`src/rtl/rs_pkg.sv`:
```
// Shared sizing and entry layout for the ALU reservation station.
package rs_pkg;

  localparam int WIDTH = 31;
  localparam int RS    = 3;
  localparam int TAG   = 4;
  localparam int CTRL  = 3;

  typedef logic [TAG:0] rob_tag_t;

  typedef struct packed {
    logic            busy;
    logic            rdy1;
    logic            rdy2;
    logic [WIDTH:0]  val1;
    logic [WIDTH:0]  val2;
    rob_tag_t        tag1;
    rob_tag_t        tag2;
    logic [CTRL:0]   ctrl;
    rob_tag_t        dest;
  } rs_entry_t;

endpackage

```
`src/rtl/rs_priority_arbiter.sv`:
```
// Fixed-priority one-hot arbiter: lowest requesting index wins when enabled.
module rs_priority_arbiter #(
  parameter int N = 4
) (
  input  logic [N-1:0] req,
  input  logic         en,
  output logic [N-1:0] gnt
);

  // Isolate the lowest set bit: req & -req.
  always_comb begin
    gnt = '0;
    if (en) gnt = req & (~req + N'(1));
  end

endmodule

```
`src/rtl/alu_reservation_station.sv`:
```
// ALU reservation station: buffers dispatched instructions, captures CDB results, issues one ready entry per cycle.
module alu_reservation_station
  import rs_pkg::*;
#(
  parameter int WIDTH = rs_pkg::WIDTH,
  parameter int RS    = rs_pkg::RS,
  parameter int TAG   = rs_pkg::TAG,
  parameter int CTRL  = rs_pkg::CTRL
) (
  input  logic                   clk,
  input  logic                   reset,
  input  logic                   flush,
  input  logic                   dispatchValid,
  input  logic [CTRL:0]          dispatchCtrl,
  input  logic [TAG:0]           dispatchDest,
  input  logic                   dispatchRdy1,
  input  logic                   dispatchRdy2,
  input  logic [WIDTH:0]         dispatchSrc1,
  input  logic [WIDTH:0]         dispatchSrc2,
  input  logic [TAG:0]           dispatchTag1,
  input  logic [TAG:0]           dispatchTag2,
  input  logic                   cdbValid,
  input  logic [TAG:0]           cdbTag,
  input  logic [WIDTH:0]         cdbData,
  input  logic                   fuReady,
  output logic                   rsFull,
  output logic [RS:0]            grants,
  output logic [RS:0][WIDTH:0]   sourceOperands1,
  output logic [RS:0][WIDTH:0]   sourceOperands2,
  output logic [RS:0][CTRL:0]    entryCtrl,
  output logic [RS:0][TAG:0]     entryDest
);

  rs_entry_t   ent [0:RS];
  rs_entry_t   disp_entry;
  logic [RS:0] busy;
  logic [RS:0] ready;
  logic [RS:0] free_gnt;
  logic        alloc;

  always_comb begin
    busy  = '0;
    ready = '0;
    for (int unsigned i = 0; i <= RS; i++) begin
      busy[i]            = ent[i].busy;
      ready[i]           = ent[i].busy & ent[i].rdy1 & ent[i].rdy2;
      sourceOperands1[i] = ent[i].val1;
      sourceOperands2[i] = ent[i].val2;
      entryCtrl[i]       = ent[i].ctrl;
      entryDest[i]       = ent[i].dest;
    end
  end

  assign rsFull = &busy;
  assign alloc  = dispatchValid & ~rsFull & ~flush;

  rs_priority_arbiter #(.N(RS+1)) u_free_arb (
    .req (~busy),
    .en  (1'b1),
    .gnt (free_gnt)
  );

  rs_priority_arbiter #(.N(RS+1)) u_issue_arb (
    .req (ready),
    .en  (fuReady),
    .gnt (grants)
  );

  // Incoming entry, with same-cycle CDB bypass for operands not yet ready.
  always_comb begin
    disp_entry      = '0;
    disp_entry.busy = 1'b1;
    disp_entry.ctrl = dispatchCtrl;
    disp_entry.dest = dispatchDest;
    disp_entry.tag1 = dispatchTag1;
    disp_entry.tag2 = dispatchTag2;
    disp_entry.rdy1 = dispatchRdy1;
    disp_entry.rdy2 = dispatchRdy2;
    disp_entry.val1 = dispatchSrc1;
    disp_entry.val2 = dispatchSrc2;
    if (!dispatchRdy1 && cdbValid && cdbTag == dispatchTag1) begin
      disp_entry.rdy1 = 1'b1;
      disp_entry.val1 = cdbData;
    end
    if (!dispatchRdy2 && cdbValid && cdbTag == dispatchTag2) begin
      disp_entry.rdy2 = 1'b1;
      disp_entry.val2 = cdbData;
    end
  end

  always_ff @(posedge clk) begin
    if (reset) begin
      for (int unsigned i = 0; i <= RS; i++) ent[i] <= '0;
    end else if (flush) begin
      for (int unsigned i = 0; i <= RS; i++) begin
        ent[i].busy <= 1'b0;
        ent[i].rdy1 <= 1'b0;
        ent[i].rdy2 <= 1'b0;
      end
    end else begin
      for (int unsigned i = 0; i <= RS; i++) begin
        if (grants[i]) ent[i].busy <= 1'b0;
        if (ent[i].busy && !ent[i].rdy1 && cdbValid && ent[i].tag1 == cdbTag) begin
          ent[i].rdy1 <= 1'b1;
          ent[i].val1 <= cdbData;
        end
        if (ent[i].busy && !ent[i].rdy2 && cdbValid && ent[i].tag2 == cdbTag) begin
          ent[i].rdy2 <= 1'b1;
          ent[i].val2 <= cdbData;
        end
        // Free slots are never busy, so allocation cannot collide with issue or wakeup.
        if (alloc && free_gnt[i]) ent[i] <= disp_entry;
      end
    end
  end

endmodule

```
`config.mk`:
```
export PLATFORM = sky130hd
export DESIGN_NAME = alu_reservation_station
export DESIGN_NICKNAME = d
export VERILOG_FILES = /design/src/rtl/rs_pkg.sv /design/src/rtl/rs_priority_arbiter.sv /design/src/rtl/alu_reservation_station.sv
export SDC_FILE = /design/constraint.sdc
export NUM_CORES = 1
export LEC_CHECK = 0
export BUFFER_PORTS_ARGS = -buffer_cell sky130_fd_sc_hd__buf_2
export CORE_UTILIZATION = 37
export CTS_CLUSTER_DIAMETER = 40
export DETAILED_ROUTE_END_ITERATION = 10
export GPL_TIMING_DRIVEN = 0
export PLACE_DENSITY = 0.72
export SLEW_MARGIN = 20
export SYNTH_ARGS = -nofsm -noshare
export SYNTH_HDL_FRONTEND = slang
export SYNTH_SLANG_ARGS = --single-unit
```
`constraint.sdc`:
```
create_clock -name clk -period 2.4 [get_ports clk]
set_input_delay 0.24 -clock clk [delete_from_list [all_inputs] [get_ports clk]]
set_output_delay 0.24 -clock clk [all_outputs]
set_load 0.02 [all_outputs]
```
# Yosys cells after proc, flatten, opt, wreduce, memory -nomap -nowiden
# Memories as Yosys holds them, arrays and structs flattened.
# Cells that the tools add are included.
# op_classes
addsub,2
n_eq_ne,10
muxes,130
n_bitwise,73
reduce_logical,43
# ops
operator,n
$mux 32,18
$mux 1,107
$mux 19,4
$or 1x1->1,56
$eq 5x5->1,10
$logic_and 1x1->1,32
$not 4->4,3
$and 1x1->1,10
$logic_not 1->1,10
$add 4x1->4 const B,2
$and 4x4->4,2
$mux 4,1
$reduce_and 4->1,1
$not 1->1,2
# totals
register_bits,0
ram_bits,344
in_bits,128
output_inout_bits,297
wordCells,259
memories,1
# mem_list
name,words,width,read_ports,rd_clocked_by_memory_dff,write_ports,line,text
ent,4,86,4,0,4,alu_reservation_station.sv:34,rs_entry_t ent [0:RS];

# Longest topological paths before layout
# An unclocked memory read counts as a cell.
# logic_depth
word_depth,13
depth_mapped,10
mapped_depth_nobuf,6

# Cells and area by module
# A second synthesis with hierarchy kept.
# unflattened
hier_cells,1496
hier_area_um2,17448.0
# modules_own_cells
module,n_inst,cells_each,area_per_inst_um2,seq_area_each_um2
alu_reservation_station,1,1484,17327.9,10309.9
rs_priority_arbiter,2,6,60.1,0.0

# Least setup slack after synthesis
# No wires, ideal clock.
# synth_path
path_type,input-to-reg
startpoint,input reset
endpoint,memory ent[1][19] (netlist bit) (enable)
setup_time_ns,0.389
arrival_time_ns,2.140
required_ns,2.011
path_slack_ns,-0.130
cell_stages,5
n_path_buf,1
path_cell_list,buf_2 -> nand4bb_1 -> or4_1 -> or2_2 -> nand2_1
# synth_rtl
element,line,text
from (decl),alu_reservation_station.sv:11,"input logic reset,"
to (decl),alu_reservation_station.sv:34,

==> run_results.csv <==
group,metric,value,unit
power_and_ir_drop,swShare,0.2663,
timing,rsz0062_at_grt,"true",
critical_path,critPathLaunchType,"flip-flop",
timing,max_clock_freq,421.5,MHz
detailed_routing,drt_first_pass_iters,7,
synth,ys_top_cells_by_area,"edfxtp_1 (59%), buf_4 (13%), a22o_1 (6.5%)",
floorplan,die_w,218.2,um
power_and_ir_drop,p_leak,10.12,nW
placement,hpwlAfterDp,43.82,mm
clock_network,cts_buffers,54,
final_layout,nNetsFinal,2147,
critical_path,worstPathMaxFanout,10,
final_layout,nFillCells,4024,
final_layout,final_cells,2669,
critical_path,rrSetupSlack,0.03,ns
floorplan,start_util,0.3779,
synth,ys.flop_type,"edfxtp_1",
floorplan,die_area,47620,sq um
min_path,min_to,"ent[2][13]",
global_routing,grt_pass1_vias,13573,
critical_path,timing.rr.end,"ent[1][23]",
floorplan,num_rows,78,
synth,post_synth_inst_count,1490,
timing,skew,0.02001,ns
critical_path,critPathKind,"reg2reg",
detailed_routing,via_count,13769,
floorplan,die_height,218.2,um
power_and_ir_drop,p_switching,4.494,mW
timing,max_slew_margin,0.3147,
critical_path,crit_chain,"nand4bb_1 > buf_4 > nor3_1 > a221oi_2 > and4_4 > buf_6 > clkbuf_4 > o21ai_0",
global_routing,grt.overflow.total,0,
detailed_routing,wl,60.19,mm
final_layout,largest_register_ff_count,344,
critical_path,max_stage_delay,0.50,ns
timing,hold_viol_final,0,
timing,slew_viol_final,0,
timing,worst_hold_slack,0.02751,ns
global_routing,grt_usage,0.2462,
power_and_ir_drop,power,16.88,mW
clock_network,htree_levels,2,
floorplan,io_pins,425,
final_layout,stdcell_area,22940,sq um
global_routing,antenna_found_initial,16,
final_layout,drive_gt1_frac,0.4354,
clock_network,cts_tree,"yes",
placement,post-place-ws,-0.6948,ns
placement,place_congestion,0.9563,
critical_path,end_kind,"flip-flop",
detailed_routing,route.detailed.drc,0,
clock_network,clock_latency,0.60,ns
run_status,status,"finished clean",
timing,period_share,0.9886,
final_layout,synthToLayoutAreaGrowth,32.61,%
detailed_routing,avgRoutedWirePerCell,22.55,um
power_and_ir_drop,p_comb_frac,0.128,
detailed_routing,routed_via_density,5.159,
critical_path,rr_startpoint,"ent[1][85]",
synth,ys_warn_count,0,
synth,synth.top_cell.area_share,0.5937,
timing,min_period,2.373,ns
placement,postPlaceCellArea,20150,sq um
power_and_ir_drop,ir_drop,0.0006258,V
synth,synth_top_area_cell,"edfxtp_1",
placement,dp_cells,2482,
synth,synth_seq_area_share,0.5960,
clock_network,clkSinkCount,344,
detailed_routing,drt_iter0_markers,1375,
power_and_ir_drop,cellPowerDensity,735.6,nW/um^2
power_and_ir_drop,intPower,12.38,mW
clock_network,cts_buffer_depth,3,
final_layout,top_register,"ent",
synth,avgSynthCellArea,11.61,sq um
timing,worstMarginPinSlew,1.025,ns
global_routing,grt_max_degree,33,
timing,tns,0,ns
clock_network,clkTransAtPathRegs,0.06,ns
floorplan,core,45770,sq um
min_path,min-delay-start,"dispatchTag2[4]",
timing,setup_violations,0,
critical_path,startpoint,"ent[1][85]",
placement,portBuffers,385,
critical_path,rr_worst_depth,8,
critical_path,cpMaxStageDelayCell,"edfxtp_1",
clock_network,cts-root-buf,"clkbuf_16",
detailed_routing,antenna_left,0,
global_routing,grt_pass1_wl,85.07,mm
power_and_ir_drop,seqPwrFrac,0.420,
synth,ys_async_sr_fraction,0,
job,timing.max_cap.violations,0,
synth,ys_ff_latch,344,
critical_path,cp.required,2.72,ns
timing,setup_ws,0.02732,ns
min_path,hold_class,"in2reg",
synth,syn_nets,1618,
synth,synth_edf_count,342,
critical_path,arrival,2.69,ns
min_path,min_path_cells,2,
final_layout,final_util,0.5012,
synth,synthDistinctLibCells,40,
final_layout,largestRegisters,"ent x344",
power_and_ir_drop,clkPwrFrac,0.452,
synth,synth_area,17300,sq um
## worst max-delay path: cells and delay by family, from the launching register on
kind / cells / cell delay (ns)
buf+inv: 3 / 0.60
compound gates: 2 / 0.43
flops: 1 / 0.50
simple gates: 3 / 0.56
## final cells by class
type	instances	area, sq um	area share
Buffer	400	2741	0.1195
Tap cell	600	750.7	0.03273
Inverter	7	35.03	0.001527
Antenna cell	4	10.01	0.0004363
Sequential cell	344	10310	0.4495
Multi-Input combinational cell	738	4417	0.1925
Clock buffer	61	1378	0.06005
Timing Repair Buffer	474	2900	0.1264
Clock inverter	41	396.6	0.01729
## Yosys cell counts (2+ instances only)
| master | number |
|---|---|
| buf_1 | 32 |
| nor2_1 | 18 |
| nand2_1 | 278 |
| xnor2_1 | 16 |
| edfxtp_1 | 342 |
| clkbuf_2 | 2 |
| nor4b_1 | 3 |
| inv_1 | 6 |
| nand3_1 | 7 |
| buf_6 | 6 |
| o21ai_0 | 61 |
| a21oi_2 | 30 |
| nand3b_1 | 3 |
| nand4_1 | 6 |
| buf_4 | 292 |
| nor2b_1 | 19 |
| or3_1 | 3 |
| nor4_1 | 7 |
| buf_2 | 20 |
| dfxtp_1 | 2 |
| nor3b_1 | 2 |
| and4_1 | 3 |
| and3_1 | 4 |
| and3b_1 | 2 |
| or3b_4 | 2 |
| xor2_1 | 34 |
| a21oi_1 | 50 |
| clkbuf_1 | 49 |
| o21ai_1 | 12 |
| a22o_1 | 128 |
| nor3_1 | 4 |
| and2_1 | 39 |
## how the worst max path moves through the flow
stage | to | cells after the start
3_5_place_dp | ent[0][82] | 7
3_3_place_gp | ent[2][82] | 6
6_report | ent[1][23] | 8
4_1_cts | ent[3][25] | 6
2_1_floorplan | ent[1][51] | 6
5_1_grt | ent[3][37] | 6
## placed cells by master, fill, tap and decap left out, types with 6 or more instances in the layout
cell and n:
a21oi_1 46, a21oi_2 33, a22o_1 128, and2_1 39
buf_1 32, buf_12 8, buf_2 405, buf_4 295
clkbuf_1 23, clkbuf_16 54, clkbuf_2 29, clkinv_2 8
clkinv_4 6, clkinvlp_4 6, dlygate4sd3_1 79, edfxtp_1 342
inv_6 10, nand2_1 271, nand3_1 6, nand4_1 6
nor2_1 14, nor2b_1 19, nor4_1 7, o21ai_0 56
o21ai_1 12, xnor2_1 16, xor2_1 34
## per-layer routing
| metal | vias up | global-route usage | part of all wire |
|---|---|---|---|
| met4 | 20 | 0.1009 | 0.042 |
| li1 | 6039 | - | - |
| met2 | 912 | 0.4142 | 0.48 |
| met3 | 188 | 0.06514 | 0.10 |
| met5 | - | 0 | 0.0021 |
| met1 | 6610 | 0.2979 | 0.38 |
## timing repair
| action | 4_1_cts | 5_1_grt |
|---|---|---|
| gates cloned | 0 | 0 |
| endpoints found under the setup margin | 424 | 178 |
| setup buffers | 3 | 0 |
| hold buffers | 79 | 0 |
| hold endpoints to repair | 192 | 0 |
| pin swaps | 2 | 1 |
| resized for setup | 53 | 31 |
## power by group through the flow
| stage | Sequential (mW) | Clock [mW] | Combinational [mW] |
|---|---|---|---|
| floorplan | 7.16 | 0 | 1.24 |
| global placement | 7.21 | 0 | 1.96 |
| detailed placement | 7.21 | 0 | 2.02 |
| CTS | 7.09 | 7.70 | 2.16 |
| global route | 7.11 | 7.95 | 2.28 |
| finish | 7.09 | 7.63 | 2.16 |
## cell families (layout without fill, tap and decap cells)
| family | Yosys count | after routing | share of synthesized area |
|---|---|---|---|
| AND/OR/NAND/NOR | 405 | 405 | 0.1056 |
| other | 0 | 4 | 0 |
| flip-flops | 344 | 344 | 0.5960 |
| XOR/XNOR | 50 | 50 | 0.02531 |
| AO/OA/AOI/OAI | 283 | 283 | 0.1170 |
| buffers and inverters | 408 | 983 | 0.1562 |
Power figures use the tool's default switching activity.
